<file path="src/rtl/vram_tile_write_arbiter.sv">
// Two-master tile write arbiter: round-robin grant of whole 16-word tile bursts,
// producing a registered write strobe, address and data for the tile memory.
module vram_tile_write_arbiter #(
  parameter int TILE_W = 11
) (
  input  logic              clk,
  input  logic              reset_n,
  input  logic              m0_req,
  input  logic              m1_req,
  input  logic [TILE_W-1:0] m0_tile,
  input  logic [TILE_W-1:0] m1_tile,
  input  logic              m0_valid,
  input  logic              m1_valid,
  input  logic [15:0]       m0_data,
  input  logic [15:0]       m1_data,
  output logic              m0_ready,
  output logic              m1_ready,
  output logic              m0_grant,
  output logic              m1_grant,
  output logic              m0_done,
  output logic              m1_done,
  input  logic              hold,
  output logic [TILE_W+3:0] write_addr,
  output logic [15:0]       write_data,
  output logic              write_enable,
  output logic              busy
);

  typedef enum logic [1:0] {
    ST_IDLE  = 2'd0,
    ST_BURST = 2'd1,
    ST_DONE  = 2'd2
  } state_e;

  state_e              state_r;
  state_e              state_s;
  logic                ptr_r;
  logic                ptr_s;
  logic                sel_r;
  logic                sel_s;
  logic [TILE_W-1:0]   tile_r;
  logic [TILE_W-1:0]   tile_s;
  logic [3:0]          cnt_r;
  logic [3:0]          cnt_s;
  logic                accept_s;
  logic [15:0]         word_s;

  logic                grant0_r;
  logic                grant1_r;
  logic                done0_r;
  logic                done1_r;
  logic                busy_r;
  logic                we_r;
  logic [TILE_W+3:0]   addr_r;
  logic [15:0]         data_r;

  // Next-state logic: arbitration in IDLE, word counting in BURST, one-cycle DONE.
  always_comb begin
    state_s  = state_r;
    ptr_s    = ptr_r;
    sel_s    = sel_r;
    tile_s   = tile_r;
    cnt_s    = cnt_r;
    accept_s = 1'b0;
    word_s   = sel_r ? m1_data : m0_data;
    case (state_r)
      ST_IDLE: begin
        if (m0_req || m1_req) begin
          // A lone requester wins outright; the pointer only breaks ties.
          sel_s   = (m0_req && m1_req) ? ptr_r : m1_req;
          tile_s  = sel_s ? m1_tile : m0_tile;
          cnt_s   = 4'd0;
          state_s = ST_BURST;
        end else begin
          state_s = ST_IDLE;
        end
      end
      ST_BURST: begin
        accept_s = !hold && (sel_r ? m1_valid : m0_valid);
        if (accept_s) begin
          cnt_s = cnt_r + 4'd1;
          if (cnt_r == 4'hF) begin
            state_s = ST_DONE;
            ptr_s   = ~sel_r;
          end else begin
            state_s = ST_BURST;
          end
        end else begin
          state_s = ST_BURST;
        end
      end
      ST_DONE: begin
        state_s = ST_IDLE;
      end
      default: begin
        state_s = ST_IDLE;
      end
    endcase
  end

  // Control state registers.
  always_ff @(posedge clk or negedge reset_n) begin
    if (!reset_n) begin
      state_r <= ST_IDLE;
      ptr_r   <= 1'b0;
      sel_r   <= 1'b0;
      tile_r  <= '0;
      cnt_r   <= 4'd0;
    end else begin
      state_r <= state_s;
      ptr_r   <= ptr_s;
      sel_r   <= sel_s;
      tile_r  <= tile_s;
      cnt_r   <= cnt_s;
    end
  end

  // Status outputs registered from the next state so they line up with it.
  always_ff @(posedge clk or negedge reset_n) begin
    if (!reset_n) begin
      grant0_r <= 1'b0;
      grant1_r <= 1'b0;
      done0_r  <= 1'b0;
      done1_r  <= 1'b0;
      busy_r   <= 1'b0;
    end else begin
      grant0_r <= (state_s == ST_BURST) && !sel_s;
      grant1_r <= (state_s == ST_BURST) && sel_s;
      done0_r  <= (state_s == ST_DONE) && !sel_s;
      done1_r  <= (state_s == ST_DONE) && sel_s;
      busy_r   <= (state_s != ST_IDLE);
    end
  end

  // Write port: address and data hold their last value between strobes.
  always_ff @(posedge clk or negedge reset_n) begin
    if (!reset_n) begin
      we_r   <= 1'b0;
      addr_r <= '0;
      data_r <= 16'h0000;
    end else begin
      we_r <= accept_s;
      if (accept_s) begin
        addr_r <= {tile_r, cnt_r};
        data_r <= word_s;
      end else begin
        addr_r <= addr_r;
        data_r <= data_r;
      end
    end
  end

  assign m0_ready     = grant0_r && !hold;
  assign m1_ready     = grant1_r && !hold;
  assign m0_grant     = grant0_r;
  assign m1_grant     = grant1_r;
  assign m0_done      = done0_r;
  assign m1_done      = done1_r;
  assign busy         = busy_r;
  assign write_enable = we_r;
  assign write_addr   = addr_r;
  assign write_data   = data_r;

endmodule

</file>
<file path="config.mk">
export PLATFORM = sky130hd
export DESIGN_NAME = vram_tile_write_arbiter
export DESIGN_NICKNAME = d
export VERILOG_FILES = /design/src/rtl/vram_tile_write_arbiter.sv
export SDC_FILE = /design/constraint.sdc
export NUM_CORES = 1
export LEC_CHECK = 0
export ABC_AREA = 1
export CORE_MARGIN = 2
export CORE_UTILIZATION = 44
export DETAILED_ROUTE_END_ITERATION = 8
export PLACE_DENSITY = 0.8
export SLEW_MARGIN = 5
export SYNTH_ARGS = -nofsm -noshare
export SYNTH_HDL_FRONTEND = slang
export SYNTH_SLANG_ARGS = --single-unit
</file>
<file path="constraint.sdc">
create_clock -name clk -period 1.6 [get_ports clk]
set_input_delay 0.16 -clock clk [delete_from_list [all_inputs] [get_ports clk]]
set_output_delay 0.16 -clock clk [all_outputs]
set_load 0.005 [all_outputs]
</file>
==> metrics.txt <==
H-tree levels=2; Worst VDD drop=822 uV; Syn Area/Cell=8.16 um^2; synth cell count leaders=nand2_1 (116), dfrtp_1 (56), inv_1 (29); nets@finish=481; Worst-path clk slew=0.09 ns; Setup Fix Bufs, Post-CTS=0; largest net degree at the start of global routing=57; CTS tree=yes; area of the multi-input gates=978 um^2; gpl congestion=0.767; WL final=6.30 mm; slowest CP cell=clkdlybuf4s50_1; Skew-Pair Late Insertion Delay=0.31 ns; status=complete, no violations; fin util=0.675; fin cells=492; Inserted Clock Buffers=5; Initial DRC Count=97; minimum clock period=1.44 ns; WP data required=1.44 ns; CP max stage delay=0.50 ns; Mapped Cells=317; Setup-failing EPs final=0; PostCTS Resize Cnt=0; worst flop-to-flop path endpoint=cnt_r[2]$_DFFE_PN0P_; LEAKAGE=0.00185 uW; number of diodes=0; initial antenna violation count=0; clk buf depth=2; crit path max fanout=2; Hold WS=0.416 ns; I/O Buffers=99; number of global-route vias before repair=2240; Slew @ Worst Pin=0.339 ns; post-route clock period utilization=0.899; Max-slew headroom=0.772; post-synthesis sequential area ratio=0.542; share of cells above drive strength 1=0.100; Hold/Removal Path Class=in -> async; first-pass GRT wire length=10.3 mm; Max Clock Freq=695 MHz; Fill cells=472; row count=27; Startpoint Class=flip-flop; Die Ht=80.7 um; CP endpoint kind=output port; worst setup path endpoint=m1_ready; CP bufs+invs=2; vias=2341; Chip Width=80.7 um; Core ar.=5610 um^2; GRT overflow=0; Final Hold Fails=0; clk_skew=0.00723 ns; DR pass1 iterations=4; mapped cell area=2590 um^2; Syn Nets=379; synthesized flop and latch total=56; total track usage=0.207; Sink Count=56; CP arrival=1.28 ns; family with the most delay on the worst path=buffers and inverters; ys async rst share=1.00; die area=6510 um^2; Synth Flop Type=dfrtp_1; Placed Cells=483; WP depth=3; Netlist cell types=22; CP cell instances=inv_1 > nor2_1 > clkdlybuf4s50_1; I/O Pins=100; setup TNS=0 ns; Worst R2R Setup Slack=0.19 ns; Reg area=1400 um^2; vias per cell=4.76; RSZ-0062 raised after global routing=false; Hold Buf Count CTS=1; clock root cell=clkbuf_8; post-synth top area share=0.542; DRC=0; R2R cell count=8; Synth warnings=0; EDFF count, synth=0; top post-synthesis cells by area=dfrtp_1 (54%), nand2_1 (17%), o21ai_0 (5.4%); DR WL/cell=12.8 um; Initial Util=0.461; worst r2r src=state_r[1]$_DFF_PN0_; Post-DP HPWL=4.61 mm; Worst Setup SP=m1_grant$_DFF_PN0_; Final ANT Viol Nets=0; Area Overhead vs Synth=46.3%; most frequent cell after synthesis=nand2_1; CP Class=reg -> out; max-slew violations=0; Max-cap violations=0; Synth area leader=dfrtp_1; pwr/cell area=1500 nW/um^2
[cell families after synthesis]
kind of cell               synth area share
and+or+nand+nor                       0.278
DFF                                   0.542
AOI/OAI and AO/OA                    0.0953
buffers and inverters                0.0803
adders and majority gates           0.00483
[cell usage in the layout (no fill, tap or decap), types with 2 or more instances in the layout]
cell	netlist	routed
nand3_1	6	6
o21ai_2	3	3
nand2_2	2	2
nor2_1	23	23
nand4_1	3	3
dfrtp_1	56	56
o21ai_1	15	15
nand2_1	116	116
o21ai_0	28	28
or2_2	16	16
clkdlybuf4s50_1	0	98
inv_1	29	29
buf_4	4	6
clkbuf_8	0	5
buf_12	0	2
[through the flow]
step                area (um^2)  worst slack (ns)  power (uW)
finish                     3780             0.162        5670
global route               3780            0.0562        6130
CTS                        3780             0.140        5730
detailed placement         3660            0.0525        4770
global placement           3660             0.148        4700
floorplan                  2590             0.401        3470
[where the power goes]
group	internal [uW]	switching (uW)
logic	1320	1050
registers	2000	360
clock network	472	462
total	3790	1870
[routing by layer]
metal	wire length, um	global-route usage
met5	0	0
met4	111	0.0712
met2	3340	0.372
met1	2560	0.246
met3	281	0.0404
[worst min-delay path: cells and delay by family]
| kind | cells | cell delay, ns |
|---|---|---|
| buf+inv | 3 | 0.95 |
[sequential cells by signal, indices dropped and copies added (netlist names), 2 cells and up]
signal	flops
write_addr	15
state_r	2
tile_r	11
cnt_r	4
write_data	16
[cell type report]
class,count,share of cell area
Clock inverter,3,0.0122
Tap cell,72,0.0238
Clock buffer,5,0.0182
Sequential cell,56,0.370
Inverter,31,0.0314
Multi-Input combinational cell,217,0.259
Timing Repair Buffer,108,0.286
[how the worst min path moves through the flow]
stage | startpoint | end | cells after the start
after global routing | reset_n | busy$_DFF_PN0_ | 3
after CTS | reset_n | cnt_r[0]$_DFFE_PN0P_ | 3
after global placement | reset_n | busy$_DFF_PN0_ | 2
after floorplan | reset_n | busy$_DFF_PN0_ | 0
after detailed placement | reset_n | busy$_DFF_PN0_ | 2
final | reset_n | busy$_DFF_PN0_ | 3
Power figures use the tool's default switching activity.
